==> config.mk <==
export PLATFORM = sky130hd
export DESIGN_NAME = event_merge_flat
export DESIGN_NICKNAME = d
export VERILOG_FILES = /design/src/rtl/event_merge_if.sv /design/src/rtl/event_merge.sv /design/src/flat_wrapper.sv
export SDC_FILE = /design/constraint.sdc
export NUM_CORES = 1
export LEC_CHECK = 0
export BUFFER_PORTS_ARGS = -buffer_cell sky130_fd_sc_hd__clkbuf_2
export CAP_MARGIN = 40
export CORE_AREA = 2 2 148 150
export CTS_BUF_LIST = sky130_fd_sc_hd__clkbuf_8
export DETAILED_ROUTE_END_ITERATION = 8
export DIE_AREA = 0 0 150 152
export GPL_TIMING_DRIVEN = 0
export PLACE_DENSITY = 0.73
export SLEW_MARGIN = 20
export SYNTH_ARGS = -nofsm -noshare
export SYNTH_HDL_FRONTEND = slang
export SYNTH_SLANG_ARGS = --single-unit
==> constraint.sdc <==
create_clock -name es_clk -period 2.9 [get_ports es_clk]
set_input_delay 0.145 -clock es_clk [delete_from_list [all_inputs] [get_ports es_clk]]
set_output_delay 0.145 -clock es_clk [all_outputs]
set_load 0.005 [all_outputs]
==> src/rtl/event_merge_if.sv <==
// Bundle between the event merger and its surroundings: board FIFO heads/pops in, merged stream out.
// No logic of its own; widths follow the merger's parameters.
// Backpressure is carried by board_empty (per board) and merged_almost_full (downstream).
interface event_merge_if #(
  parameter int DATA_WIDTH         = 65,
  parameter int TOTAL_INPUT_BOARDS = 4
);
  logic [TOTAL_INPUT_BOARDS-1:0][DATA_WIDTH-1:0] board_data;
  logic [TOTAL_INPUT_BOARDS-1:0]                 board_req;
  logic [TOTAL_INPUT_BOARDS-1:0]                 board_empty;
  logic [DATA_WIDTH-1:0]                         merged_event;
  logic                                          merged_wren;
  logic                                          merged_almost_full;
  logic [TOTAL_INPUT_BOARDS-1:0]                 l0id_mismatch;
  logic                                          framing_err;
  logic [31:0]                                   event_count;

  // The merger side.
  modport master (
    input  board_data, board_empty, merged_almost_full,
    output board_req, merged_event, merged_wren, l0id_mismatch, framing_err, event_count
  );

  // The environment side: board FIFOs, downstream FIFO, status consumer.
  modport slave (
    output board_data, board_empty, merged_almost_full,
    input  board_req, merged_event, merged_wren, l0id_mismatch, framing_err, event_count
  );
endinterface

==> src/rtl/event_merge.sv <==
// Merges one fragment per board (board 0 first) into a single event, checking L0IDs against board 0.
// Latency: a word popped in cycle t is written downstream in cycle t+1; 1 word/cycle throughput.
// Backpressure: merged_almost_full or an empty current board stalls pops in the same cycle.
module event_merge #(
  parameter int DATA_WIDTH         = 65,
  parameter int TOTAL_INPUT_BOARDS = 4,
  parameter int L0ID_BITS          = 32
) (
  input logic          es_clk,
  input logic          es_rst_n,
  input logic          es_srst_n,
  event_merge_if.master bus
);

  localparam int IDX_W = $clog2(TOTAL_INPUT_BOARDS);
  localparam logic [IDX_W-1:0] LAST_IDX = IDX_W'(TOTAL_INPUT_BOARDS - 1);
  localparam logic [7:0] TAG_HDR = 8'hAB;
  localparam logic [7:0] TAG_FTR = 8'hCD;

  typedef enum logic {
    WAIT_HDR = 1'b0,
    BODY     = 1'b1
  } state_t;

  state_t                        state;
  state_t                        state_nxt;
  logic [IDX_W-1:0]              idx;
  logic [IDX_W-1:0]              idx_nxt;
  logic [L0ID_BITS-1:0]          l0id;
  logic [DATA_WIDTH-1:0]         head;
  logic                          run;
  logic                          pop;
  logic                          is_hdr;
  logic                          is_ftr;
  logic                          fwd;
  logic                          latch_l0id;
  logic                          ferr_set;
  logic                          cnt_inc;
  logic [TOTAL_INPUT_BOARDS-1:0] mm_set;

  // Either reset holds the pop strobes low so nothing is consumed while the FSM is being cleared.
  assign run    = es_rst_n & es_srst_n;
  assign head   = bus.board_data[idx];
  assign pop    = run & ~bus.board_empty[idx] & ~bus.merged_almost_full;
  assign is_hdr = head[DATA_WIDTH-1] & (head[63:56] == TAG_HDR);
  assign is_ftr = head[DATA_WIDTH-1] & (head[63:56] == TAG_FTR);

  // Pop strobe goes only to the board currently being merged.
  always_comb begin
    bus.board_req = '0;
    if (pop) bus.board_req[idx] = 1'b1;
  end

  // Next-state, next-index and per-word actions for the popped head word.
  always_comb begin
    state_nxt  = state;
    idx_nxt    = idx;
    fwd        = 1'b0;
    latch_l0id = 1'b0;
    ferr_set   = 1'b0;
    cnt_inc    = 1'b0;
    mm_set     = '0;
    if (pop) begin
      case (state)
        WAIT_HDR: begin
          if (is_hdr) begin
            state_nxt = BODY;
            if (idx == '0) begin
              fwd        = 1'b1;
              latch_l0id = 1'b1;
            end else if (head[L0ID_BITS-1:0] != l0id) begin
              mm_set[idx] = 1'b1;
            end
          end else begin
            // Junk ahead of a header is discarded; keep hunting for the header.
            ferr_set = 1'b1;
          end
        end
        BODY: begin
          if (is_ftr) begin
            state_nxt = WAIT_HDR;
            if (idx == LAST_IDX) begin
              fwd     = 1'b1;
              cnt_inc = 1'b1;
              idx_nxt = '0;
            end else begin
              idx_nxt = idx + IDX_W'(1);
            end
          end else if (is_hdr) begin
            // A header inside a fragment means the footer went missing; drop it and stay put.
            ferr_set = 1'b1;
          end else begin
            fwd = 1'b1;
          end
        end
        default: state_nxt = WAIT_HDR;
      endcase
    end
  end

  // FSM state and board index.
  always_ff @(posedge es_clk or negedge es_rst_n) begin
    if (!es_rst_n) begin
      state <= WAIT_HDR;
      idx   <= '0;
    end else if (!es_srst_n) begin
      state <= WAIT_HDR;
      idx   <= '0;
    end else begin
      state <= state_nxt;
      idx   <= idx_nxt;
    end
  end

  // Registered write port toward the downstream FIFO.
  always_ff @(posedge es_clk or negedge es_rst_n) begin
    if (!es_rst_n) begin
      bus.merged_event <= '0;
      bus.merged_wren  <= 1'b0;
    end else if (!es_srst_n) begin
      bus.merged_event <= '0;
      bus.merged_wren  <= 1'b0;
    end else begin
      bus.merged_wren <= fwd;
      if (fwd) bus.merged_event <= head;
    end
  end

  // Reference L0ID, sticky error flags and the completed-event counter.
  always_ff @(posedge es_clk or negedge es_rst_n) begin
    if (!es_rst_n) begin
      l0id              <= '0;
      bus.l0id_mismatch <= '0;
      bus.framing_err   <= 1'b0;
      bus.event_count   <= '0;
    end else if (!es_srst_n) begin
      l0id              <= '0;
      bus.l0id_mismatch <= '0;
      bus.framing_err   <= 1'b0;
      bus.event_count   <= '0;
    end else begin
      if (latch_l0id) l0id <= head[L0ID_BITS-1:0];
      bus.l0id_mismatch <= bus.l0id_mismatch | mm_set;
      if (ferr_set) bus.framing_err <= 1'b1;
      if (cnt_inc) bus.event_count <= bus.event_count + 32'd1;
    end
  end

endmodule

==> src/flat_wrapper.sv <==
// flat-port wrapper written by rule: the top's interface ports become plain ports
module event_merge_flat 
#(
  parameter int DATA_WIDTH         = 65,
  parameter int TOTAL_INPUT_BOARDS = 4,
  parameter int L0ID_BITS          = 32
)
  (es_clk, es_rst_n, es_srst_n, bus_board_data, bus_board_empty, bus_merged_almost_full, bus_board_req, bus_merged_event, bus_merged_wren, bus_l0id_mismatch, bus_framing_err, bus_event_count);
  event_merge_if #(.DATA_WIDTH(DATA_WIDTH), .TOTAL_INPUT_BOARDS(TOTAL_INPUT_BOARDS)) bus_i ();
  input logic es_clk;
  input logic es_rst_n;
  input logic es_srst_n;
  input wire logic [$bits(bus_i.board_data)-1:0] bus_board_data;
  input wire logic [$bits(bus_i.board_empty)-1:0] bus_board_empty;
  input wire logic [$bits(bus_i.merged_almost_full)-1:0] bus_merged_almost_full;
  output wire logic [$bits(bus_i.board_req)-1:0] bus_board_req;
  output wire logic [$bits(bus_i.merged_event)-1:0] bus_merged_event;
  output wire logic [$bits(bus_i.merged_wren)-1:0] bus_merged_wren;
  output wire logic [$bits(bus_i.l0id_mismatch)-1:0] bus_l0id_mismatch;
  output wire logic [$bits(bus_i.framing_err)-1:0] bus_framing_err;
  output wire logic [$bits(bus_i.event_count)-1:0] bus_event_count;
  assign bus_i.board_data = bus_board_data;
  assign bus_i.board_empty = bus_board_empty;
  assign bus_i.merged_almost_full = bus_merged_almost_full;
  assign bus_board_req = bus_i.board_req;
  assign bus_merged_event = bus_i.merged_event;
  assign bus_merged_wren = bus_i.merged_wren;
  assign bus_l0id_mismatch = bus_i.l0id_mismatch;
  assign bus_framing_err = bus_i.framing_err;
  assign bus_event_count = bus_i.event_count;
  event_merge #(.DATA_WIDTH(DATA_WIDTH), .TOTAL_INPUT_BOARDS(TOTAL_INPUT_BOARDS), .L0ID_BITS(L0ID_BITS)) u_core (.es_clk(es_clk), .es_rst_n(es_rst_n), .es_srst_n(es_srst_n), .bus(bus_i));
endmodule
Word level (Yosys, flattened, before mapping)
Cells that the tools add are included.
{"block": "classes", "bitwise": 9, "order_cmp": 2, "n_addsub": 2, "n_mux": 47, "n_reduce_logical": 3, "n_eq_ne": 11}
{"cell": "65-bit two-way mux", "n": 3}
{"cell": "65-bit binary-select mux with 2-bit select", "n": 1}
{"cell": "32-bit two-way mux", "n": 4}
{"cell": "32-bit by 1-bit adder with 32-bit output, second input constant", "n": 1}
{"cell": "32-bit != test", "n": 1}
{"cell": "4-bit two-way mux", "n": 7}
{"cell": "1-bit two-way mux", "n": 22}
{"cell": "8-bit equality test, second input constant", "n": 2}
{"cell": "2-bit by 1-bit != test with 1-bit output, second input constant", "n": 7}
{"cell": "2-bit two-way mux", "n": 5}
{"cell": "1-bit one-hot mux with 2 select lines", "n": 3}
{"cell": "1-bit AND", "n": 5}
{"cell": "4-bit OR", "n": 1}
{"cell": "2-bit by 3-bit < comparator with 1-bit output, second input constant", "n": 1}
{"cell": "1-bit inverter", "n": 3}
{"cell": "3-bit AND reduction", "n": 1}
{"cell": "2-bit by 1-bit adder with 2-bit output, second input constant", "n": 1}
{"cell": "1-bit binary-select mux with 2-bit select", "n": 1}
{"cell": "1-bit demux with 2-bit select", "n": 1}
{"cell": "2-bit equality test, second input constant", "n": 1}
{"cell": "2-bit by 1-bit greater-or-equal comparator with 1-bit output, second input constant", "n": 1}
{"cell": "2-bit logical NOT", "n": 1}
{"cell": "1-bit logical AND", "n": 1}
{"block": "totals", "output_inout_bits": 107, "in_bits": 268, "ff_bits": 138, "wordCells": 82}

Logic depth before layout (Yosys ltp)
Gate-level depths: netlist of the first run.
{"block": "depth", "ltp_word": 11, "depth_mapped": 15, "mapped_depth_nobuf": 8}

Worst setup path before layout of the first run
OpenSTA, ideal clock, no wires.
{"block": "synth_path", "kind": "register to register", "startpoint": "reg u_core.idx[1]", "endpoint": "reg u_core.bus.merged_event[56]", "path_stages_with_launch": 16, "setup_time_ns": 0.128, "arrival_ns": 2.835, "setup_slack_ns": -0.063, "required_ns": 2.772, "period_less_slack_ns": 2.963, "n_path_buf": 7, "cell_sequence": "dfrtp_1 > buf_2 > buf_2 > buf_2 > buf_2 > buf_1 > inv_1 > ha_1 > nand2b_1 > nor3_1 > nand4_1 > o311ai_4 > buf_12 > buf_6 > nand2_1 > o21ai_0"}
{"block": "synth_between", "elab_chain_len": 9, "elab_cells_between_ends": 23, "classes_between": "eq/ne (4); mux (13); bitwise (5); reduce/logical (1)"}
{"item": "start: declaration", "line": "event_merge.sv:27", "text": "logic [IDX_W-1:0] idx;"}
{"item": "start signal: assignment", "line": "event_merge.sv:111", "text": "idx <= idx_nxt;"}
{"item": "65-bit binary-select mux with 2-bit select", "line": "event_merge.sv:43", "text": "assign head = bus.board_data[idx];"}
{"item": "65-bit two-way mux (implied by the code)", "line": "event_merge.sv:43"}
{"item": "8-bit equality test", "line": "event_merge.sv:45", "text": "assign is_hdr = head[DATA_WIDTH-1] & (head[63:56] == TAG_HDR);"}
{"item": "1-bit AND", "line": "event_merge.sv:45"}
{"item": "1-bit two-way mux", "line": "event_merge.sv:89", "text": "end else if (is_hdr) begin"}
{"item": "1-bit two-way mux", "line": "event_merge.sv:80", "text": "if (is_ftr) begin"}
{"item": "1-bit one-hot mux with 2 select lines", "line": "event_merge.sv:64", "text": "case (state)"}
{"item": "1-bit two-way mux", "line": "event_merge.sv:63", "text": "if (pop) begin"}
{"item": "2-bit by 1-bit != test with 1-bit output (no source line)"}
{"item": "end signal: assignment", "line": "event_merge.sv:118", "text": "bus.merged_event <= '0;"}
{"item": "end signal: assignment", "line": "event_merge.sv:121", "text": "bus.merged_event <= '0;"}
{"item": "end signal: assignment", "line": "event_merge.sv:125", "text": "if (fwd) bus.merged_event <= head;"}
{"item": "end: declaration", "line": "event_merge_if.sv:21", "text": "output board_req, merged_event, merged_wren, l0id_mismatch, framing_err, event_count"}
Several ways; a longest one is shown, not always the timed one. The select of a mux whose other input is x is not followed.
A chain may end at the register's enable or synchronous reset.

Final worst setup path of the first run
{"block": "layout_path", "startpoint": "reg u_core.idx[0]", "endpoint": "reg u_core.bus.merged_event[20]"}
Same word-level chain as after synthesis.

==> reports/metrics.yaml, run 1 <==
final_layout:
  stdcell_area_um2: 11500
  area_growth_pct: 38.6
  finalNetCount: 1488
  finalNonFillerCells: 1509
  drive_above_1_share_pct: 46.1
  final_common_cell: "clkbuf_2"
  finish.utilization_pct: 53.9
  final_cell_mix: "376 x clkbuf_2, 178 x nand2_1, 136 x dfrtp_1"
cts:
  clock_latency_ns: 0.44
  clkTransAtPathRegs_ns: 0.09
  clock-sinks: 138
  cts_buffers: 17
  cts_tree: "yes"
  cts_max_level: 4
  cts_buffer_depth: 2
  cts_root_buffer: "clkbuf_8"
min_path:
  whs_endpoint: "u_core.bus.event_count[16]$_DFFE_PN0P_"
  worstHoldStart: "es_srst_n"
  hold_depth: 3
  worstHoldPathType: "input port to flop"
critical_path:
  path_delay_family: "buffers and inverters"
  slowest_delay_ns: 0.47
  startpoint: "u_core.idx[0]$_DFFE_PN0P_"
  worst-path-stages: 12
  setup.worst_path.start_class: "flop"
  required_ns: 3.28
  timing.rr.start: "u_core.idx[0]$_DFFE_PN0P_"
  r2r_slack_ns: 0.03
  reg2reg_depth: 12
  r2r-end: "u_core.bus.merged_event[20]$_DFFE_PN0P_"
  cp_slowest_cell: "mux4_2"
  cp_data_arrival_time_ns: 3.25
  path_buf_inv: 6
  endpoint_kind: "flop"
  critical_path_class: "flop to flop"
  cp_max_fo: 10
  cp_cell_sequence: "buf_4 > clkbuf_16 > buf_4 > mux4_2 > and4bb_2 > a2111o_1 > o311ai_4 > buf_12 > buf_12 > buf_6 > nand2_1 > o21ai_1"
synth:
  synth_edf_count: 0
  synthCells: 794
  ys_ff_latch: 138
  yosysWarningCount: 0
  syn_area_per_cell_um2: 10.4
  postSynth.asyncResetShare_pct: 100
  synth_fp_nets: 1067
  seq_area_frac_synth_pct: 41.6
  synth_area_um2: 8300
  ys_types: 56
  ys.flop_type: "dfrtp_1"
place:
  dp_hpwl_um: 22800
  portBuffers: 374
  dpl.cell_count: 1449
  place_area_um2: 10600
  place_congestion: 0.887
drt:
  wl_met3_um: 2030
  drtPass1Iterations: 5
  viasPerCell: 5.26
  dr_wl_met2_um: 14900
  drc: 0
  drt_iter0_markers: 518
  drt-wirelength-per-cell_um: 19.7
  routed.top_layer: "met4"
  postRouteAntennaNets: 0
  wl_met1_um: 11900
  dr_total_vias: 7936
  detail_route.wirelength_um: 29700
sta:
  timing.final.hold_violations: 0
  setup_viol: 0
  clock-skew-final_ns: 0.0131
  period_minus_slack_ns: 2.87
  rsz0062_at_grt: "yes"
  drv_slew: 0
  max_freq_mhz: 348
  relSlewSlack_pct: 53.6
  tightest_slew_ns: 0.697
  finalCritPeriodShare_pct: 99.0
pwr:
  vdd_drop_max_v: 0.000227
  power_density_nw_per_um2: 349
  total_power_w: 0.00402
  p_leak_nw: 5.64
global_route:
  grt_use_total_pct: 25.2
  grt_pass1_wl_um: 43600
  grt_pass1_vias: 7998
  antenna_found_initial: 1
  grt_overflow: 0
  grt_max_degree: 79
die:
  fp.dieH_um: 152
  die_x_um: 150
  core_area_um2: 21400
  initial_core_util_pct: 38.9
  dieArea_um2: 22800
  rows: 54
  io_pins: 375
job:
  maxCapViolations: 0
outcome:
  status: "completed"
[per-stage QoR]
stage          setup slack [ns]  setup TNS (ns)  hold slack (ns)
6_report                 0.0277               0            0.120
5_1_grt                 -0.0368          -0.501           0.0992
4_1_cts                 -0.0163         -0.0728           0.0962
3_5_place_dp              -1.15          -94.87            0.170
3_3_place_gp              -2.43         -409.14            0.473
2_1_floorplan            0.0879               0           -0.151
[registers in the layout, summed over array words and instances (netlist names)]
signal	cells
u_core.bus.l0id_mismatch	4
u_core.state	1
u_core.bus.event_count	32
u_core.bus.merged_event	65
u_core.idx	2
u_core.bus.framing_err	1
u_core.l0id	32
u_core.bus.merged_wren	1
[what timing repair did]
action / CTS / global route
setup buffers: 8 / 13
resized for setup: 24 / 41
pin swaps: 3 / 6
cloned: 0 / 4
hold endpoints to repair: 60 / 0
endpoints found under the setup margin: 106 / 82
hold buffers: 1 / 0
[worst max path at each step]
stage,end,slack (ns)
CTS,u_core.l0id[3]$_DFFE_PN0P_,-0.02
finish,u_core.bus.merged_event[20]$_DFFE_PN0P_,0.03
global route,u_core.bus.merged_event[10]$_DFFE_PN0P_,-0.04
detailed placement,u_core.bus.merged_event[56]$_DFFE_PN0P_,-1.15
global placement,u_core.bus.merged_event[56]$_DFFE_PN0P_,-2.43
floorplan,u_core.bus.merged_event[56]$_DFFE_PN0P_,0.09
[metal layers]
metal | vias to the layer above | GRT usage, %
met3 | 50 | 4.56
met5 | - | 0
met2 | 366 | 42.6
met4 | 0 | 9.30
met1 | 3860 | 32.2
li1 | 3660 | -
[kinds of logic (layout without fill, tap and decap cells)]
kind of cell | count (synthesis) | after routing | synth area share, %
AOI/OAI and AO/OA | 112 | 112 | 8.01
xor gates and xnor gates | 56 | 56 | 5.91
adders and majority gates | 5 | 5 | 0.754
buffers and inverters | 75 | 509 | 4.93
DFF | 138 | 138 | 41.6
muxes | 85 | 85 | 19.2
other | 0 | 1 | 0
and+or+nand+nor | 323 | 323 | 19.6
[cells in the mapped netlist (2+ instances only)]
cell / n / share of area (%)
a21boi_1: 7 / 0.63
a21o_1: 15 / 1.4
a31oi_1: 3 / 0.23
and2_1: 26 / 2.0
and3_1: 15 / 1.1
and4_1: 3 / 0.32
buf_1: 3 / 0.14
buf_2: 14 / 0.84
buf_4: 5 / 0.45
buf_6: 10 / 1.4
clkbuf_1: 24 / 1.1
clkinv_1: 2 / 0.091
dfrtp_1: 138 / 42
ha_1: 5 / 0.75
inv_1: 15 / 0.68
mux2_2: 2 / 0.27
mux2i_1: 24 / 2.9
mux4_2: 59 / 16
nand2_1: 179 / 8.1
nand2b_1: 2 / 0.15
nand3_1: 28 / 1.7
nand3b_1: 2 / 0.18
nand4_1: 9 / 0.68
nor2_1: 6 / 0.27
nor2b_1: 2 / 0.15
nor3_1: 11 / 0.66
nor3_2: 11 / 1.3
nor4_1: 5 / 0.38
o21ai_0: 8 / 0.48
o21ai_1: 70 / 4.2
or2_1: 2 / 0.15
or3_1: 10 / 0.75
or4_1: 2 / 0.18
xnor2_1: 35 / 3.7
xor2_1: 21 / 2.2
[worst reg2reg max path: cells and delay by family (launching register included)]
family                 cells  cell delay (ns)
AO/OA/AOI/OAI              3             0.61
buffers and inverters      6             0.90
flip-flops                 1             0.44
multiplexers               1             0.47
AND/OR/NAND/NOR            2             0.39
[final cells by class]
class	count	area (um2)
multi-input cells	581	4540
diodes	1	2.50
fillers	1958	9850
clock inverters	14	160
well taps	280	350
inverters	18	67.6
repair buffers	403	2230
plain buffers	56	448
clock buffers	18	248
flip-flops and latches	138	3460
[where the power goes]
group / internal (W) / leakage (nW) / switching (W) / total (W)
sequential: 0.00192 / 1.93 / 0.000000588 / 0.00192
combinational: 0.000229 / 3.52 / 0.000214 / 0.000443
clock: 0.000804 / 0.193 / 0.000846 / 0.00165
total: 0.00296 / 5.64 / 0.00106 / 0.00402
No activity file was read; power rests on OpenSTA's default activity.
==> inputs of run 2 (changes only) <==
--- a/config.mk
+++ b/config.mk
@@ -7,12 +7,12 @@
 export LEC_CHECK = 0
 export BUFFER_PORTS_ARGS = -buffer_cell sky130_fd_sc_hd__clkbuf_2
 export CAP_MARGIN = 40
-export CORE_AREA = 2 2 148 150
+export CORE_AREA = 2 2 145 147
 export CTS_BUF_LIST = sky130_fd_sc_hd__clkbuf_8
 export DETAILED_ROUTE_END_ITERATION = 8
-export DIE_AREA = 0 0 150 152
+export DIE_AREA = 0 0 147 149
 export GPL_TIMING_DRIVEN = 0
-export PLACE_DENSITY = 0.73
+export PLACE_DENSITY = 0.76
 export SLEW_MARGIN = 20
 export SYNTH_ARGS = -nofsm -noshare
 export SYNTH_HDL_FRONTEND = slang
==> reports/metrics.yaml, run 2 (synthesized netlist as in run 1, its figures left out) <==
outcome:
  status: "completed"
global_route:
  grt_pass1_vias: 7912
  grt_max_degree: 84
  grt_pass1_wl_um: 43400
  grt_overflow: 0
  grt_use_total_pct: 26.2
  antenna_found_initial: 1
critical_path:
  critical_path_class: "flop to flop"
  setup.worst_path.start_class: "flop"
  required_ns: 3.24
  endpoint_kind: "flop"
  cp_max_fo: 6
  cp_data_arrival_time_ns: 3.18
final_layout:
  largest_reg_flops: 65
  nFillCells: 1845
  multi_input_area_um2: 4540
  diodes: 0
  register_area_um2: 3460
  drive_above_1_share_pct: 45.9
  finalNetCount: 1490
  stdcell_area_um2: 11500
  area_growth_pct: 38.5
  final_common_cell: "clkbuf_2"
  largestRegisters: "u_core.bus.merged_event (65), u_core.bus.event_count (32), u_core.l0id (32)"
  final_cell_mix: "376 x clkbuf_2, 178 x nand2_1, 136 x dfrtp_1"
  top_register: "u_core.bus.merged_event"
  finish.utilization_pct: 55.9
sta:
  relSlewSlack_pct: 47.9
  tightest_slew_ns: 0.781
  tns_ns: 0
  rsz0062_at_grt: "yes"
  setup_slack_ns: 0.0690
  finalCritPeriodShare_pct: 97.6
  timing.final.hold_violations: 0
  clock-skew-final_ns: 0.0143
  max_freq_mhz: 353
  period_minus_slack_ns: 2.83
  drv_slew: 0
  setup_viol: 0
cts:
  cts_tree: "yes"
  cts_max_level: 4
  clkTransAtPathRegs_ns: 0.08
  clock-sinks: 138
  cts_buffer_depth: 2
  cts_buffers: 17
  clock_latency_ns: 0.46
  cts_root_buffer: "clkbuf_8"
min_path:
  worstHoldPathType: "input port to flop"
die:
  fp.dieH_um: 149
  die_x_um: 147
  rows: 53
  dieArea_um2: 21900
  io_pins: 375
  initial_core_util_pct: 40.4
  core_area_um2: 20600
place:
  dp_hpwl_um: 22800
  place_congestion: 0.872
  place_area_um2: 10600
  portBuffers: 374
  dp_slack_ns: -1.20
drt:
  postRouteAntennaNets: 0
  drt_iter0_markers: 466
  drc: 0
  viasPerCell: 5.28
  detail_route.wirelength_um: 29600
  dr_total_vias: 7945
  drt-wirelength-per-cell_um: 19.7
  drtPass1Iterations: 5
pwr:
  power_density_nw_per_um2: 348
  vdd_drop_max_v: 0.000243
  p_leak_nw: 5.64
job:
  maxCapViolations: 0
[run 2: cell type report]
class / count / area share (%)
Multi-Input combinational cell: 581 / 39.5
Sequential cell: 138 / 30.1
Timing Repair Buffer: 404 / 19.4
Buffer: 57 / 3.99
Tap cell: 275 / 2.99
Clock buffer: 17 / 2.04
Clock inverter: 15 / 1.44
Inverter: 18 / 0.588
[run 2: critical path: stages, from the launching register on]
cell and delay [ns]:
dfrtp_2 0.44, buf_12 0.16, buf_12 0.14, buf_12 0.13, mux4_2 0.60, xnor2_2 0.16, nand4_1 0.11, or4_4 0.53
nor4_4 0.21, buf_4 0.18, o21ai_1 0.07
[run 2: per-stage QoR]
step / cells / hold slack (ns) / power [W]
floorplan: 794 / -0.151 / 0.00211
global placement: 1443 / 0.473 / 0.00238
detailed placement: 1445 / 0.254 / 0.00240
CTS: 1485 / 0.0859 / 0.00404
global route: 1505 / 0.102 / 0.00415
finish: 1505 / 0.103 / 0.00400
[run 2: routing by layer]
| metal | share of wire, % | vias to the layer above | track usage (%) |
|---|---|---|---|
| met4 | 3.1 | 2 | 10.1 |
| met2 | 50 | 370 | 44.5 |
| li1 | - | 3661 | - |
| met5 | 0.034 | - | 0 |
| met1 | 40 | 3865 | 32.8 |
| met3 | 7.3 | 47 | 5.96 |
[run 2: power by group]
part | total (W) | internal, W | switching, W
sequential | 0.00192 | 0.00192 | 0.000000682
combinational | 0.000448 | 0.000231 | 0.000217
clock | 0.00163 | 0.000780 | 0.000849
[run 2: what timing repair did]
action                                  in CTS  in global routing
hold buffers                                 1                  0
setup buffers                                7                 16
endpoints found under the setup margin     108                101
endpoints found under the hold margin       81                  0
pin swaps                                    3                  4
gates cloned                                 0                  4
gates resized for setup                     28                 40
[run 2: path summary, 6_finish.rpt]
| check | start | to | slack [ns] | cells after the start |
|---|---|---|---|---|
| min in group asynchronous | es_rst_n | u_core.bus.merged_event[39]$_DFFE_PN0P_ | 0.24 | 2 |
| min | es_srst_n | u_core.bus.event_count[16]$_DFFE_PN0P_ | 0.10 | 3 |
| max in group asynchronous | es_rst_n | u_core.l0id[12]$_DFFE_PN0P_ | 2.00 | 3 |
| min reg2reg | u_core.bus.l0id_mismatch[0]$_DFF_PN0_ | u_core.bus.l0id_mismatch[0]$_DFF_PN0_ | 0.50 | 1 |
| max reg2reg | u_core.idx[0]$_DFFE_PN0P_ | u_core.bus.l0id_mismatch[3]$_DFF_PN0_ | 0.07 | 10 |
| max | u_core.idx[0]$_DFFE_PN0P_ | u_core.bus.l0id_mismatch[3]$_DFF_PN0_ | 0.07 | 10 |
